## src/rtl/instr_fetch_unit.sv

```systemverilog
// instr_fetch_unit
//   Fetch stage: owns the program counter, issues word reads to instruction
//   memory over a req/ack handshake of variable latency, and buffers fetched
//   words with their PCs in a 2-entry queue. Redirects from execute flush the
//   queue. A read that is still in flight at a redirect is waited out and its
//   data dropped. A misaligned redirect target raises a sticky fault and halts
//   fetching until reset.
//
// Ports
//   clk, rst            clock, synchronous active-high reset
//   imem_req/imem_addr  read request and byte address (word aligned)
//   imem_ack/imem_rdata read completion and instruction word
//   redirect_valid/pc   one-cycle redirect pulse and target
//   stall               decode not ready (head is not consumed)
//   instr_valid/instr/instr_pc  queue head towards decode
//   fault               sticky misaligned-redirect error
module instr_fetch_unit #(
    parameter logic [31:0] RESET_PC = 32'h0000_0000
) (
    input  logic        clk,
    input  logic        rst,
    output logic        imem_req,
    output logic [31:0] imem_addr,
    input  logic        imem_ack,
    input  logic [31:0] imem_rdata,
    input  logic        redirect_valid,
    input  logic [31:0] redirect_pc,
    input  logic        stall,
    output logic        instr_valid,
    output logic [31:0] instr,
    output logic [31:0] instr_pc,
    output logic        fault
);

    localparam logic [1:0] ST_FETCH   = 2'd0;
    localparam logic [1:0] ST_DISCARD = 2'd1;
    localparam logic [1:0] ST_HALT    = 2'd2;

    logic [1:0]  state_r;
    logic [31:0] pc_r;
    logic [31:0] req_addr_r;
    logic        pend_r;
    logic        fault_r;
    logic [1:0]  count_r;
    logic [31:0] q_instr_r [0:1];
    logic [31:0] q_pc_r    [0:1];

    logic        slot_free_s;
    logic        start_s;
    logic        req_s;
    logic [31:0] addr_s;
    logic        fire_s;
    logic        redir_s;
    logic        redir_bad_s;
    logic        push_s;
    logic        pop_s;

    // Handshake and queue control decoded from current state and inputs.
    // imem_req must rise in the very cycle reset is released and a consume in
    // the same cycle frees a slot, so the request is decoded combinationally.
    always_comb begin
        slot_free_s = (count_r != 2'd2) || !stall;
        // No new read is launched in a redirect cycle: the old PC is stale.
        start_s     = (state_r == ST_FETCH) && !pend_r && !redirect_valid && slot_free_s;
        req_s       = !rst && (pend_r || start_s);
        if (rst) begin
            addr_s = RESET_PC;
        end else if (pend_r) begin
            addr_s = req_addr_r;
        end else begin
            addr_s = pc_r;
        end
        fire_s      = req_s && imem_ack;
        redir_s     = !rst && redirect_valid && (state_r != ST_HALT);
        redir_bad_s = redir_s && (redirect_pc[1:0] != 2'b00);
        push_s      = fire_s && (state_r == ST_FETCH) && !redirect_valid;
        pop_s       = (count_r != 2'd0) && !stall && !redir_s;
    end

    assign imem_req    = req_s;
    assign imem_addr   = addr_s;
    assign instr_valid = (count_r != 2'd0);
    assign instr       = (count_r != 2'd0) ? q_instr_r[0] : 32'h0000_0000;
    assign instr_pc    = (count_r != 2'd0) ? q_pc_r[0]    : 32'h0000_0000;
    assign fault       = fault_r;

    // PC, FSM, outstanding-request tracking and the 2-entry queue.
    always_ff @(posedge clk) begin
        if (rst) begin
            state_r      <= ST_FETCH;
            pc_r         <= RESET_PC;
            req_addr_r   <= RESET_PC;
            pend_r       <= 1'b0;
            fault_r      <= 1'b0;
            count_r      <= 2'd0;
            q_instr_r[0] <= 32'h0000_0000;
            q_instr_r[1] <= 32'h0000_0000;
            q_pc_r[0]    <= 32'h0000_0000;
            q_pc_r[1]    <= 32'h0000_0000;
        end else begin
            // A raised request is held with its address until acked.
            pend_r <= req_s && !imem_ack;
            if (req_s) begin
                req_addr_r <= addr_s;
            end
            if (redir_s) begin
                count_r <= 2'd0;
                if (redir_bad_s) begin
                    fault_r <= 1'b1;
                    state_r <= ST_HALT;
                end else begin
                    pc_r    <= redirect_pc;
                    state_r <= (pend_r && !imem_ack) ? ST_DISCARD : ST_FETCH;
                end
            end else begin
                case (state_r)
                    ST_FETCH: begin
                        if (push_s) begin
                            pc_r <= pc_r + 32'd4;
                        end
                    end
                    ST_DISCARD: begin
                        if (fire_s) begin
                            state_r <= ST_FETCH;
                        end
                    end
                    ST_HALT: begin
                        state_r <= ST_HALT;
                    end
                    default: begin
                        state_r <= ST_FETCH;
                    end
                endcase
                case ({push_s, pop_s})
                    2'b10: begin
                        q_instr_r[count_r[0]] <= imem_rdata;
                        q_pc_r[count_r[0]]    <= pc_r;
                        count_r               <= count_r + 2'd1;
                    end
                    2'b01: begin
                        q_instr_r[0] <= q_instr_r[1];
                        q_pc_r[0]    <= q_pc_r[1];
                        count_r      <= count_r - 2'd1;
                    end
                    2'b11: begin
                        // Head leaves; new word lands behind whatever remains.
                        if (count_r == 2'd1) begin
                            q_instr_r[0] <= imem_rdata;
                            q_pc_r[0]    <= pc_r;
                        end else begin
                            q_instr_r[0] <= q_instr_r[1];
                            q_pc_r[0]    <= q_pc_r[1];
                            q_instr_r[1] <= imem_rdata;
                            q_pc_r[1]    <= pc_r;
                        end
                    end
                    default: begin
                        count_r <= count_r;
                    end
                endcase
            end
        end
    end

endmodule

```

## config.mk

```make
export PLATFORM = sky130hd
export DESIGN_NAME = instr_fetch_unit
export DESIGN_NICKNAME = d
export VERILOG_FILES = /design/src/rtl/instr_fetch_unit.sv
export SDC_FILE = /design/constraint.sdc
export NUM_CORES = 1
export LEC_CHECK = 0
export CORE_AREA = 2 2 137 139
export DETAILED_ROUTE_END_ITERATION = 10
export DIE_AREA = 0 0 139 141
export PLACE_DENSITY = 0.92
export SLEW_MARGIN = 10
export SYNTH_ARGS = -nofsm -noshare
export SYNTH_HDL_FRONTEND = slang
export SYNTH_SLANG_ARGS = --single-unit
```

## constraint.sdc

```tcl
create_clock -name clk -period 11.89 [get_ports clk]
set_input_delay 2.378 -clock clk [delete_from_list [all_inputs] [get_ports clk]]
set_output_delay 2.378 -clock clk [all_outputs]
set_load 0.01 [all_outputs]
```

==> impl_metrics.csv, run 1 <==
group,metric,value,unit
setup_path,r2r_cells,12,
cts,worstSkewPairLatency,0.43,ns
synthesis,ys_ff_latch,198,
cts,cts_hold_buffers,0,
sta,fin_tns_setup,0,ns
cts,clk_pin_slew,0.08,ns
floorplan,dieArea,0.0196,sq mm
setup_path,cp-end-kind,"output pin",
hold_path,min_path_cells,2,
layout,drive_above_1_share,0.0567,
setup_path,critPathArrivalTime,4.41,ns
placement,gp_congestion,0.912,
layout,multi_input_area,0.00408,sq mm
detailed_routing,via_per_inst,5.65,
sta,finalMaxSlewViolations,0,
synthesis,syn_avg_cell_area,9.32,sq um
sta,fin_crit,6.79,ns
floorplan,die_h,141,um
detailed_routing,drc,0,
detailed_routing,first_pass_iters,6,
setup_path,crit_fanout,34,
sta,rsz0062_at_grt,"false",
placement,io_buffers,167,
floorplan,num_io_pins,168,
global_route,antenna_found_initial,0,
setup_path,cp.required,9.51,ns
pwr,ir_drop,0.0969,mV
cts,cts_resized,0,
global_route,grt_pass1_wl,38000,um
detailed_routing,wl,23400,um
synthesis,synth_edf_count,128,
detailed_routing,ant_nets,0,
status,outcome,"completed",
global_route,grt_usage,0.239,
layout,nFillCells,1491,
setup_path,crit_type,"in2out",
layout,ff_latch_area,0.00525,sq mm
sta,finalClockSkew,0.0128,ns
global_route,grt_pass1_vias,7501,
detailed_routing,vias,7898,
detailed_routing,first_iter_violations,883,
flow_run,max_cap_violations,0,
sta,max_freq,147,MHz
sta,tightest_slew,1.04,ns
layout,antenna_cells,0,
setup_path,worst_path_most_repeated_cell,"clkdlybuf4s50_1",
global_route,overflow,0,
sta,timing.hold.ws,0.454,ns
synthesis,synth_warnings,0,
cts,cts_tree,"built",
setup_path,startpoint_type,"input pin",
setup_path,crit_cells,6,
floorplan,die_w,139,um
synthesis,synthCells,1036,
layout,area_delta_synth_final,24.5,%
setup_path,cp-startpoint,"redirect_valid",
synthesis,syn_area,0.00966,sq mm
setup_path,slowest_stage,"clkdlybuf4s50_1",
global_route,grt_max_degree,97,
synthesis,synth.yosys.seq_area_share,0.543,
hold_path,min_path_type,"reg2reg",
setup_path,max_stage_delay,0.64,ns
cts,cts_buffers,17,
pwr,p_comb_frac,0.105,
pwr,power_density,129,mW/mm^2
pwr,p_clk_frac,0.388,
detailed_routing,wl_per_cell,16.8,um
sta,finalCritPeriodShare,0.571,
cts,cts_setup_buffers,0,
hold_path,hp-start,"req_addr_r[20]",
setup_path,cp_cell_sequence,"clkdlybuf4s50_1, nor3_1, a21oi_2, buf_4, nor2_1, clkdlybuf4s50_1",
layout,final_nets,1226,
pwr,swShare,0.243,
pwr,seq_power_share,0.507,
sta,slew_headroom,0.306,
cts,h-tree-depth,4,
placement,post-dp-hpwl,14900,um
floorplan,floorplan.initialDensity,0.529,
pwr,intPower,0.00117,W
sta,setup_viol,0,
cts,clock_sink_count,198,
floorplan,row_count,50,
pwr,power_leakage,4.05,nW
setup_path,cp_top_family,"buffers and inverters",
setup_path,path_buf_inv,3,
cts,clk_path_buf_depth,2,
pwr,p_sw,0.000375,W
sta,hold_violations,0,
setup_path,crit-reg2reg-launch,"state_r[0]",
synthesis,async_flop_share,0,
floorplan,core,0.0183,sq mm
synthesis,synth.distinct_cells,61,
cts,ctsRootBufferMaster,"clkbuf_16",
synthesis,synth-main-ff-cell,"edfxtp_1",
synthesis,synth_nets,1112,
## cell type report
| cell class | instances | share of cell area |
|---|---|---|
| sequential | 198 | 0.436 |
| multi-input combinational | 744 | 0.339 |
| timing repair buffer | 178 | 0.145 |
| clock buffer | 17 | 0.0354 |
| tap | 234 | 0.0243 |
| clock inverter | 15 | 0.0157 |
| inverter | 11 | 0.00343 |
## cells by family after synthesis
kind of cell	synth area share
fa+ha+maj	0.00907
compound gates	0.126
xor+xnor	0.00181
mux	0.0364
buf+inv	0.0383
flops	0.543
simple gates	0.246
## power groups by stage
stage	registers [W]	logic, W	clock network, W
final	0.000783	0.000163	0.000600
after global routing	0.000787	0.000178	0.000635
after CTS	0.000783	0.000163	0.000609
after detailed placement	0.000798	0.000162	0
after global placement	0.000797	0.000158	0
after floorplan	0.000788	0.0000953	0
## registers in the layout, indices dropped and copies added, names as in the netlist
name and cells:
fault 1, q_pc_r 64, pend_r 1, count_r 2
pc_r 32, state_r 2, q_instr_r 64, req_addr_r 32
## routing by layer
layer	global-route usage	wire length (um)	up-vias
met5	0	0	-
met4	0.0776	411	0
met3	0.0605	1960	41
met2	0.386	11100	360
met1	0.320	10000	3680
li1	-	-	3817
## tightest hold or removal path: stages (launching register included)
cell,delay [ns]
dfxtp_1,0.31
nand2_1,0.05
a21oi_1,0.05
## final timing paths
kind / end / slack [ns]
worst max register to register: q_pc_r[1][18] / 8.45
worst min-delay path: req_addr_r[20] / 0.45
worst min register to register: req_addr_r[20] / 0.45
worst max-delay path: imem_req / 5.10
## synthesized netlist by cell type, types with 3 or more instances
| cell | count | area, sq um |
|---|---|---|
| nand2_1 | 231 | 867 |
| edfxtp_1 | 128 | 3840 |
| a21oi_1 | 122 | 611 |
| dfxtp_1 | 70 | 1400 |
| and2_1 | 66 | 413 |
| clkbuf_1 | 65 | 244 |
| nor2b_1 | 65 | 407 |
| nor2_1 | 61 | 229 |
| mux2i_1 | 34 | 340 |
| o21ai_0 | 25 | 125 |
| nand3_1 | 20 | 100 |
| inv_1 | 11 | 41.3 |
| nor3_1 | 11 | 55.1 |
| a211oi_1 | 9 | 67.6 |
| buf_1 | 9 | 33.8 |
| ha_1 | 7 | 87.6 |
| nand4_1 | 7 | 43.8 |
| a32o_1 | 6 | 60.1 |
| buf_2 | 6 | 30.0 |
| nor4_1 | 6 | 37.5 |
| a31oi_1 | 5 | 31.3 |
| and3_1 | 5 | 31.3 |
| o31ai_1 | 5 | 37.5 |
| a22o_1 | 4 | 35.0 |
| and4_1 | 4 | 35.0 |
| or3_1 | 4 | 25.0 |
| a21o_1 | 3 | 22.5 |
| nand2b_1 | 3 | 18.8 |
## placed cells by master, fill, tap and decap left out, types with 3 or more instances in the layout
cell	count
nand2_1	229
nor4_1	6
a32o_1	6
and3_1	4
a21oi_1	120
clkbuf_16	17
a31oi_1	5
edfxtp_1	128
nand2b_1	3
and4_1	4
ha_1	6
bufinv_16	3
or3_1	4
o31ai_1	5
nor3_1	11
buf_4	11
a211oi_1	9
dfxtp_1	69
a22o_1	4
mux2i_1	34
inv_1	11
nor2_1	61
nand3_1	18
clkdlybuf4s50_1	166
a21o_1	3
o21ai_0	25
nand4_1	7
and2_1	66
nor2b_1	65
inv_6	5
## metrics by stage
stage                util  setup slack, ns  total power (W)  instances  cell area (sq um)
floorplan               -             6.08         0.000883       1036               9660
finish              0.658             5.10          0.00155       1397              12000
global placement    0.625             5.13         0.000955       1365              11400
detailed placement  0.625             5.12         0.000960       1365              11400
global route        0.658             4.95          0.00160       1397              12000
CTS                 0.658             5.10          0.00156       1397              12000
Power figures use the tool's default switching activity.
==> inputs of run 2 (changes only) <==
--- a/config.mk
+++ b/config.mk
@@ -5,10 +5,10 @@
 export SDC_FILE = /design/constraint.sdc
 export NUM_CORES = 1
 export LEC_CHECK = 0
-export CORE_AREA = 2 2 137 139
+export CORE_AREA = 2 2 139 141
 export DETAILED_ROUTE_END_ITERATION = 10
-export DIE_AREA = 0 0 139 141
-export PLACE_DENSITY = 0.92
+export DIE_AREA = 0 0 141 143
+export PLACE_DENSITY = 0.9
 export SLEW_MARGIN = 10
 export SYNTH_ARGS = -nofsm -noshare
 export SYNTH_HDL_FRONTEND = slang
==> constraint.sdc (replaced) <==
create_clock -name clk -period 6.38 [get_ports clk]
set_input_delay 1.276 -clock clk [delete_from_list [all_inputs] [get_ports clk]]
set_output_delay 1.276 -clock clk [all_outputs]
set_load 0.01 [all_outputs]
==> run 2 against run 1 <==
Final cell count about the same. Final area decreased by 0.26%. Clock-buffer cell count increased by 3. Global-route usage decreased by 0.12 points. Critical path type unchanged. Worst hold slack about the same.
==> impl_metrics.csv, run 2 (synthesized netlist as in run 1, its figures left out) <==
group,metric,value,unit
detailed_routing,wl,24100,um
pwr,p_sw,0.000687,W
layout,antenna_cells,0,
cts,cts_tree,"built",
floorplan,die_w,141,um
setup_path,cp-end-kind,"output pin",
global_route,grt_pass1_wl,37900,um
cts,worstSkewPairLatency,0.43,ns
cts,h-tree-depth,4,
floorplan,floorplan.initialDensity,0.520,
layout,top_regs,"q_instr_r (64), q_pc_r (64)",
layout,layout_commonest_cell,"nand2_1",
pwr,power_leakage,4.03,nW
pwr,p_clk_frac,0.381,
hold_path,hp-start,"req_addr_r[15]",
setup_path,max_stage_delay,0.66,ns
cts,cts_buffers,17,
detailed_routing,first_pass_iters,6,
detailed_routing,wl_per_cell,17.3,um
placement,io_buffers,167,
sta,finalClockSkew,0.0104,ns
pwr,power_density,238,mW/mm^2
setup_path,crit_type,"in2out",
layout,final_util,0.646,
placement,gp_congestion,0.948,
global_route,grt_max_degree,71,
setup_path,timing.rr.end,"q_instr_r[1][4]",
setup_path,r2r_slack,2.53,ns
hold_path,min_path_type,"reg2reg",
sta,tightest_slew,1.20,ns
hold_path,holdPathEnd,"req_addr_r[15]",
sta,slew_headroom,0.199,
floorplan,dieArea,0.0202,sq mm
sta,finalMaxSlewViolations,0,
cts,cts_hold_buffers,0,
sta,hold_violations,0,
sta,finalCritPeriodShare,0.741,
sta,rsz0062_at_grt,"false",
sta,max_freq,212,MHz
floorplan,die_h,143,um
setup_path,slowest_stage,"clkdlybuf4s50_1",
setup_path,r2r_cells,12,
setup_path,cp_cell_sequence,"clkdlybuf4s50_1, nor3_1, a21oi_2, buf_4, nor2_1, clkdlybuf4s50_1",
floorplan,num_io_pins,168,
pwr,seq_power_share,0.511,
cts,clk_path_buf_depth,2,
layout,final_cell_mix,"229 x nand2_1, 166 x clkdlybuf4s50_1, 128 x edfxtp_1",
layout,area_delta_synth_final,24.2,%
placement,post-dp-hpwl,15600,um
sta,setup_viol,0,
floorplan,row_count,50,
layout,final_nets,1226,
pwr,swShare,0.240,
setup_path,critPathArrivalTime,3.45,ns
setup_path,startpoint_type,"input pin",
detailed_routing,first_iter_violations,1015,
cts,cts_setup_buffers,0,
cts,clock_sink_count,198,
hold_path,min_path_cells,2,
global_route,grt_pass1_vias,7298,
setup_path,crit-reg2reg-launch,"state_r[0]",
cts,ctsRootBufferMaster,"clkbuf_16",
detailed_routing,vias,7899,
cts,clk_pin_slew,0.07,ns
floorplan,core,0.0186,sq mm
setup_path,crit_fanout,34,
pwr,ir_drop,0.222,mV
flow_run,max_cap_violations,0,
pwr,p_comb_frac,0.107,
sta,fin_tns_setup,0,ns
detailed_routing,drc,0,
pwr,intPower,0.00217,W
cts,cts_resized,0,
global_route,grt_usage,0.238,
setup_path,cp.required,5.10,ns
layout,drive_above_1_share,0.0534,
global_route,antenna_found_initial,0,
setup_path,worst_path_most_repeated_cell,"clkdlybuf4s50_1",
sta,fin_crit,4.73,ns
status,outcome,"completed",
global_route,overflow,0,
detailed_routing,ant_nets,0,
detailed_routing,via_per_inst,5.66,
-- run 2: changes by cell type in the layout (fill, tap and decap cells not counted) --
cell,previous run,this run
and3_2,1,2
clkbuf_1,0,3
clkinv_2,1,0
inv_8,2,1
clkinvlp_2,0,1
clkinvlp_4,2,3
clkinv_4,1,0
inv_6,5,2
and3_4,1,0
-- run 2: layer usage --
layer	track usage	share of wire	vias up
li1	-	-	3803
met1	0.334	0.43	3641
met2	0.377	0.47	415
met3	0.0483	0.083	40
met4	0.0711	0.022	0
met5	0	0	-
-- run 2: area by class of cell --
class / count / area (sq um)
flip-flops and latches: 198 / 5250
clock buffers: 20 / 437
well taps: 234 / 293
multi-input cells: 744 / 4080
inverters: 11 / 41.3
fillers: 1480 / 6590
repair buffers: 178 / 1750
clock inverters: 11 / 150
-- run 2: worst max-delay path, delay by kind of cell --
family / cells / cell delay (ns)
compound gates: 1 / 0.09
buf+inv: 3 / 1.49
simple gates: 2 / 0.58
-- run 2: worst max path at each step --
stage | start | to | cells past startpoint
4_1_cts | redirect_valid | imem_req | 6
2_1_floorplan | rst | q_instr_r[1][0] | 10
3_3_place_gp | redirect_valid | q_instr_r[1][7] | 12
6_report | redirect_valid | imem_req | 6
3_5_place_dp | redirect_valid | q_instr_r[1][7] | 12
5_1_grt | redirect_valid | q_pc_r[1][24] | 12
-- run 2: per-stage QoR --
stage	cell area [sq um]	hold slack (ns)	instances	total power [W]	worst slack [ns]
floorplan	9660	0.432	1036	0.00165	1.95
global placement	11400	0.437	1365	0.00178	1.50
detailed placement	11400	0.445	1365	0.00179	1.40
CTS	12000	0.454	1396	0.00287	1.73
global route	12000	0.469	1396	0.00295	1.36
finish	12000	0.454	1396	0.00286	1.65
-- run 2: power groups by stage --
stage | Sequential (W) | Combinational, W | Clock (W)
after floorplan | 0.00147 | 0.000178 | 0
after global placement | 0.00149 | 0.000297 | 0
after detailed placement | 0.00149 | 0.000304 | 0
after CTS | 0.00146 | 0.000307 | 0.00110
after global routing | 0.00147 | 0.000333 | 0.00115
final | 0.00146 | 0.000307 | 0.00109
